File: config.mk
export PLATFORM = sky130hd
export DESIGN_NAME = instruction_fetch
export DESIGN_NICKNAME = d
export VERILOG_FILES = /design/src/rtl/instruction_fetch.sv
export SDC_FILE = /design/constraint.sdc
export NUM_CORES = 1
export LEC_CHECK = 0
export CORE_ASPECT_RATIO = 0.9
export CORE_MARGIN = 2
export CORE_UTILIZATION = 47
export CTS_CLUSTER_SIZE = 16
export DETAILED_ROUTE_END_ITERATION = 10
export DONT_BUFFER_PORTS = 1
export PLACE_DENSITY = 0.7
export SKIP_CTS_REPAIR_TIMING = 1
export SLEW_MARGIN = 20
export SYNTH_ARGS = -nofsm -noshare
export SYNTH_HDL_FRONTEND = slang
export SYNTH_SLANG_ARGS = --single-unit
File: constraint.sdc
create_clock -name clk -period 5.4 [get_ports clk]
set_clock_uncertainty 0.15 [all_clocks]
set_input_delay 1.08 -clock clk [delete_from_list [all_inputs] [get_ports clk]]
set_output_delay 1.08 -clock clk [all_outputs]
set_load 0.01 [all_outputs]
File: src/rtl/instruction_fetch.sv
// instruction_fetch
//   Owns the program counter and fetches one word per load cycle from a
//   combinational program memory. JUMP is resolved here and never forwarded;
//   every other word (HALT included) is handed to execute through a
//   valid/ready register slot.
//
// Ports
//   clk, rst_n   : clock, synchronous active-low reset
//   start        : leave IDLE and begin fetching at address 0
//   pmem_add     : program memory address (always equals pc)
//   pmem_data    : word at pmem_add, valid in the same cycle
//   instr        : registered instruction for execute
//   instr_valid  : instr holds an unconsumed instruction
//   instr_ready  : execute accepts instr this cycle
//   pc           : current fetch address
//   halted       : HALT has been captured; fetching has stopped
//   issued       : count of completed instr handshakes (wraps)
module instruction_fetch #(
  parameter int          ADDR_W  = 5,
  parameter int          DATA_W  = 32,
  parameter logic [4:0]  HALT_OP = 5'b10000,
  parameter logic [4:0]  JUMP_OP = 5'b10001,
  parameter int          CNT_W   = 16
) (
  input  logic              clk,
  input  logic              rst_n,
  input  logic              start,
  output logic [ADDR_W-1:0] pmem_add,
  input  logic [DATA_W-1:0] pmem_data,
  output logic [DATA_W-1:0] instr,
  output logic              instr_valid,
  input  logic              instr_ready,
  output logic [ADDR_W-1:0] pc,
  output logic              halted,
  output logic [CNT_W-1:0]  issued
);

  typedef enum logic [1:0] {IDLE, RUN, HALTED} state_t;

  state_t              state_q, state_d;
  logic [ADDR_W-1:0]   pc_q, pc_d;
  logic [DATA_W-1:0]   instr_q, instr_d;
  logic                instr_valid_q, instr_valid_d;
  logic                halted_q, halted_d;
  logic [CNT_W-1:0]    issued_q, issued_d;

  logic                fire;
  logic                load;
  logic [4:0]          opcode;
  logic signed [4:0]   jmp_off;

  assign opcode  = pmem_data[31:27];
  assign jmp_off = $signed(pmem_data[16:12]);
  assign fire    = instr_valid_q && instr_ready;
  // The slot can take a new word when empty or being drained this edge.
  assign load    = (state_q == RUN) && (!instr_valid_q || instr_ready);

  always_comb begin
    state_d       = state_q;
    pc_d          = pc_q;
    instr_d       = instr_q;
    halted_d      = halted_q;
    issued_d      = issued_q + CNT_W'(fire);
    // A consumed word leaves the slot empty unless a load refills it below.
    instr_valid_d = instr_valid_q && !instr_ready;

    case (state_q)
      IDLE: begin
        if (start) state_d = RUN;
      end
      RUN: begin
        if (load) begin
          if (opcode == JUMP_OP) begin
            // Target is relative to the word after the JUMP; wraps mod 2^ADDR_W.
            pc_d          = pc_q + ADDR_W'(1) + ADDR_W'(jmp_off);
            instr_valid_d = 1'b0;
          end else if (opcode == HALT_OP) begin
            instr_d       = pmem_data;
            instr_valid_d = 1'b1;
            halted_d      = 1'b1;
            state_d       = HALTED;
          end else begin
            instr_d       = pmem_data;
            instr_valid_d = 1'b1;
            pc_d          = pc_q + ADDR_W'(1);
          end
        end
      end
      default: ; // HALTED: only the pending HALT word drains; reset exits.
    endcase
  end

  always_ff @(posedge clk) begin
    if (!rst_n) begin
      state_q       <= IDLE;
      pc_q          <= '0;
      instr_q       <= '0;
      instr_valid_q <= 1'b0;
      halted_q      <= 1'b0;
      issued_q      <= '0;
    end else begin
      state_q       <= state_d;
      pc_q          <= pc_d;
      instr_q       <= instr_d;
      instr_valid_q <= instr_valid_d;
      halted_q      <= halted_d;
      issued_q      <= issued_d;
    end
  end

  assign pmem_add    = pc_q;
  assign pc          = pc_q;
  assign instr       = instr_q;
  assign instr_valid = instr_valid_q;
  assign halted      = halted_q;
  assign issued      = issued_q;

endmodule

==> impl_metrics.toml, run 1 <==
[outcome]
outcome = "completed"

[cts]
clk_pin_slew_ns = 0.06
cts.sinks = 57
cts_buffers = 9
clock_latency_ns = 0.32
cts-htree-levels = 3
cts_root_buf = "clkbuf_8"
cts_tree = "done"
cts_buffer_depth = 2

[place]
io_buffers = 0
dp_hpwl_um = 3570
post_dp_cell_area_sq_um = 2470
gp_congestion = 0.765
placedCellCount = 343

[finish]
diodes = 0
finish.instance_area_sq_um = 2700
postLayoutCoreUtil_pct = 52.3
layoutNonFillerInstCount = 359
finalNetCount = 332
syn_to_final_growth_pct = 9.43
multiInputGateArea_sq_um = 1230
fillers = 493
regArea_sq_um = 1140
layout-drive-gt1-share_pct = 8.22

[sta]
slew_headroom_pct = 28.8
fin_setup_tns_ns = 0
final_hold_viol_count = 0
layout_min_cycle_time_ns = 2.63
maxSlewViolCount = 0
worstMarginPinSlew_ns = 1.07
finalCritPeriodShare_pct = 48.7
rsz0062_at_grt = "false"
setup_viol = 0
fmax_ghz = 0.380

[grt]
grt_pass1_vias = 1704
grt_max_degree = 33
grt_pass1_wl_um = 8240
grt_use_met1_pct = 24.0
busiest_layer = "met2"
antenna_found_initial = 0
gr-total-overflow = 0
met3_usage_pct = 10.6
grt_use_met2_pct = 25.6
grt_usage_pct = 18.4

[route]
wl_per_cell_um = 13.9
vias = 1878
drt_iter0_markers = 78
remaining_drc_errors = 0
firstDrtPassIters = 4
vias_per_cell = 5.23
drtAntennaViolNets = 0
routed_wl_um = 4980

[worst_setup_path]
cp_max_fo = 30
reg2reg_depth = 8
start_kind = "input pin"
crit_path_end_kind = "register"
cpLargestDelayFamily = "simple AND/OR/NAND/NOR gates"
worst-setup-path-type = "input pin to register"
critPathBufInv = 0
path_depth = 5
arrival_ns = 2.74
critPathRequiredTime_ns = 5.51
worstPathCellList = "nor2b_1 > or2_2 > nand2b_1 > nand2_1 > a21oi_1"
crit_path_top_delay_cell = "nand2b_1"
critPathMaxStageDelay_ns = 0.84

[yosys]
synth-seq-cells = 57
syn_nets = 338
synth_top_flop_cell = "dfxtp_1"
synth_top_area_share_pct = 46.2
synthDistinctLibCells = 39
synth-warning-count = 0
yosysTopAreaCell = "dfxtp_1"
synth_common_cells = "77 x nand2_1, 57 x dfxtp_1, 33 x a21oi_1, 18 x nor2_1, 14 x and2_1"
async_flop_share_pct = 0
syn_area_sq_um = 2470
synth_most_common_cell = "nand2_1"
syn_avg_cell_area_sq_um = 8.42
synthTopCellsByArea = "dfxtp_1 46%, nand2_1 12%, a21oi_1 6.7%"
synth-seq-area-share_pct = 46.2
synth-edff-count = 0
syn-instance-count = 293

[floorplanning]
die_h_um = 72.7
initial_core_util_pct = 47.8
core_sq_um = 5160
fp.dieArea_sq_um = 5850
io_pins = 96
rows = 25
die-width_um = 80.4

[power]
p_sw_mw = 0.230
ir_drop_mv = 0.188
seqPwrFrac_pct = 47.4
power.internal_mw = 0.750
p_total_mw = 0.980
power_frac_comb_pct = 7.1
clockPowerShare_pct = 45.5
p_sw_share_pct = 23.4
p_per_area_nw_per_um2 = 363
power_leakage_nw = 1.05

[job]
drv_cap = 0

[min_path]
hold_path_depth = 2
hold_path_class = "register to register"
[metrics by stage]
step / worst slack [ns] / hold slack (ns)
2_1_floorplan: 2.70 / 0.304
3_3_place_gp: 2.43 / 0.334
3_5_place_dp: 2.39 / 0.337
4_1_cts: 2.75 / 0.353
5_1_grt: 2.60 / 0.372
6_report: 2.77 / 0.351
[state kept, by name (all words and copies together), names as in the netlist]
name	flops
instr	32
issued	16
pc	5
state_q	2
halted	1
instr_valid	1
[routing by layer]
metal	vias to the layer above	part of all wire [%]
met5	-	0
met4	0	0.92
met3	4	9.1
met2	61	45
met1	857	45
li1	956	-
[area by class of cell]
type	instances	share of cell area, %
tap	67	3.10
multi-input combinational	215	45.5
sequential	57	42.3
clock buffer	11	5.61
inverter	3	0.417
timing repair buffer	1	0.278
clock inverter	5	2.87
[path summary, 6_finish.rpt]
check                    from        end  slack (ns)
hold / removal       instr[5]   instr[5]        0.35
setup / recovery  instr_ready  instr[17]        2.77
setup reg to reg        pc[2]      pc[4]        2.95
hold reg to reg      instr[5]   instr[5]        0.35
[kinds of logic after synthesis]
kind of cell	count (synthesis)	share of synthesized area, %
fa+ha+maj	9	4.87
compound gates	49	11.6
xor+xnor	18	6.39
simple gates	139	26.6
flops	57	46.2
buf+inv	21	4.31
[cell usage in the layout, fill, tap and decap left out, types with 2 or more instances in the layout]
| cell | n |
|---|---|
| xnor2_1 | 7 |
| and2_1 | 14 |
| o221a_1 | 2 |
| inv_1 | 3 |
| nor2_1 | 17 |
| o21ai_0 | 4 |
| nand3_1 | 8 |
| xor2_1 | 11 |
| o21ai_1 | 2 |
| nor2b_1 | 3 |
| nand2b_1 | 2 |
| and3_1 | 2 |
| nand2_1 | 77 |
| ha_1 | 8 |
| nor3b_1 | 2 |
| clkbuf_8 | 11 |
| bufinv_16 | 2 |
| a21oi_1 | 33 |
| or2_2 | 2 |
| clkinv_2 | 2 |
| dfxtp_1 | 57 |
| nand4_1 | 3 |
[worst register-to-register path, delay by kind of cell, from the launching register on]
family / cells / cell delay, ns
compound gates: 5 / 0.91
fa+ha+maj: 1 / 0.31
simple gates: 1 / 0.15
xor+xnor: 1 / 0.23
flops: 1 / 0.58
[power by group through the flow]
stage                     Sequential (mW)  Clock, mW  Combinational, mW
after floorplan                     0.468          0             0.0657
after global placement              0.473          0             0.0686
after CTS                           0.464      0.459             0.0707
after global routing                0.467      0.485             0.0815
after detailed placement            0.473          0             0.0705
final                               0.464      0.446             0.0700
No activity file was read; power rests on OpenSTA's default activity.
==> run 2: changes to the inputs <==
--- a/config.mk
+++ b/config.mk
@@ -11,7 +11,7 @@
 export CTS_CLUSTER_SIZE = 16
 export DETAILED_ROUTE_END_ITERATION = 10
 export DONT_BUFFER_PORTS = 1
-export PLACE_DENSITY = 0.7
+export PLACE_DENSITY = 0.72
 export SKIP_CTS_REPAIR_TIMING = 1
 export SLEW_MARGIN = 20
 export SYNTH_ARGS = -nofsm -noshare
==> constraint.sdc (replaced) <==
create_clock -name clk -period 2.3 [get_ports clk]
set_clock_uncertainty 0.15 [all_clocks]
set_input_delay 0.46 -clock clk [delete_from_list [all_inputs] [get_ports clk]]
set_output_delay 0.46 -clock clk [all_outputs]
set_load 0.01 [all_outputs]
==> impl_metrics.toml, run 2 (synthesis results as in run 1) <==
[grt]
grt_max_degree = 31
grt_usage_pct = 18.5
gr-total-overflow = 0
grt_pass1_vias = 1735
grt_pass1_wl_um = 8190
antenna_found_initial = 0

[power]
p_sw_share_pct = 24.1
p_per_area_nw_per_um2 = 791
power.internal_mw = 1.66
clockPowerShare_pct = 41.8
p_sw_mw = 0.528
power_leakage_nw = 1.09
power_frac_comb_pct = 8.9
ir_drop_mv = 0.422
seqPwrFrac_pct = 49.3

[floorplanning]
io_pins = 96
initial_core_util_pct = 47.8
die_h_um = 72.7
core_sq_um = 5160
die-width_um = 80.4
fp.dieArea_sq_um = 5850
rows = 25

[cts]
cts_root_buf = "clkbuf_8"
cts.sinks = 57
cts_buffer_depth = 2
cts_buffers = 9
clk_pin_slew_ns = 0.06
cts-htree-levels = 3
cts_tree = "done"
clock_latency_ns = 0.33

[worst_setup_path]
crit_path_end_kind = "register"
cp_common_cell = "nand3_1"
cpLargestDelayFamily = "compound AO/OA/AOI/OAI gates"
crit_path_top_delay_cell = "dfxtp_1"
worstReg2RegStart = "pc[1]"
reg2reg_setup_slack_ns = 0.17
reg2reg_to = "pc[4]"
start_kind = "register"
reg2reg_depth = 8
critPathRequiredTime_ns = 2.35
arrival_ns = 2.18
critPathMaxStageDelay_ns = 0.38
critPathLaunch = "pc[1]"
path_depth = 8
worstPathCellList = "nand3_1 > xnor2_2 > ha_1 > nand3_1 > and3b_1 > o311a_1 > o21ai_1 > o31ai_1"
critPathBufInv = 0
cp-endpoint = "pc[4]"
worst-setup-path-type = "register to register"
cp_max_fo = 4

[route]
vias = 1957
routed_wl_um = 5200
firstDrtPassIters = 4
remaining_drc_errors = 0
drt_iter0_markers = 82
wl_per_cell_um = 14.2
vias_per_cell = 5.33
drtAntennaViolNets = 0

[sta]
slew_headroom_pct = 63.0
final_hold_viol_count = 0
fmax_ghz = 0.469
maxSlewViolCount = 0
finalCritPeriodShare_pct = 92.6
holdWs_ns = 0.103
worstMarginPinSlew_ns = 0.554
layout_min_cycle_time_ns = 2.13
fin_setup_tns_ns = 0
setup_viol = 0

[place]
dp_hpwl_um = 3640
io_buffers = 0
gp_congestion = 0.812

[finish]
diodes = 0
layout_common_cells = "77 x nand2_1, 56 x dfxtp_1, 32 x a21oi_1"
syn_to_final_growth_pct = 12.3
finalNetCount = 341
largest_register_ffs = 32
fillers = 489
layout-drive-gt1-share_pct = 12.3
layout_commonest_cell = "nand2_1"

[job]
drv_cap = 0

[min_path]
hold_path_class = "input pin to register"

[outcome]
outcome = "completed"
==> run 2: area by class of cell <==
cell class,instances,area (sq um),area share (%)
timing repair buffer,10,87.6,3.16
sequential,57,1140,41.2
clock buffer,12,155,5.60
multi-input combinational,215,1250,45.1
tap,67,83.8,3.03
inverter,3,11.3,0.407
clock inverter,3,40.0,1.45
==> run 2: worst register-to-register path, delay by kind of cell (launching register included) <==
kind | cells | cell delay, ns
fa+ha+maj | 1 | 0.34
flops | 1 | 0.38
compound gates | 3 | 0.50
xor+xnor | 1 | 0.18
simple gates | 3 | 0.47
==> run 2: worst min-delay path by stage <==
stage | start | endpoint | slack, ns | cells past startpoint
floorplan | state_q[1] | state_q[1] | 0.30 | 1
global placement | state_q[1] | state_q[1] | 0.32 | 1
detailed placement | state_q[1] | state_q[1] | 0.33 | 1
CTS | rst_n | state_q[1] | 0.08 | 1
global route | rst_n | issued[5] | 0.08 | 1
finish | rst_n | state_q[1] | 0.10 | 1
==> run 2: metal layers <==
| metal | GRT usage, % | wire, um | vias up | part of all wire, % |
|---|---|---|---|---|
| li1 | - | - | 975 | - |
| met1 | 22.8 | 2280 | 915 | 44 |
| met2 | 27.5 | 2450 | 61 | 47 |
| met3 | 9.28 | 409 | 6 | 7.9 |
| met4 | 7.53 | 51 | 0 | 0.98 |
| met5 | 0 | 0 | - | 0 |
==> run 2: power groups by stage <==
stage / Clock (mW) / Sequential (mW) / Combinational [mW]
after floorplan: 0 / 1.10 / 0.154
after global placement: 0 / 1.10 / 0.188
after detailed placement: 0 / 1.10 / 0.194
after CTS: 0.954 / 1.08 / 0.194
after global routing: 0.992 / 1.09 / 0.226
final: 0.915 / 1.08 / 0.196
==> run 2: metrics by stage <==
stage	util [%]	instance area (sq um)	instances	power, mW	setup WS (ns)
finish	53.7	2770	367	2.19	0.170
global placement	49.3	2550	352	1.29	0.140
global route	53.7	2770	367	2.30	-0.0325
CTS	53.1	2740	367	2.23	0.0897
floorplan	-	2470	293	1.25	0.173
detailed placement	49.3	2550	352	1.30	0.101
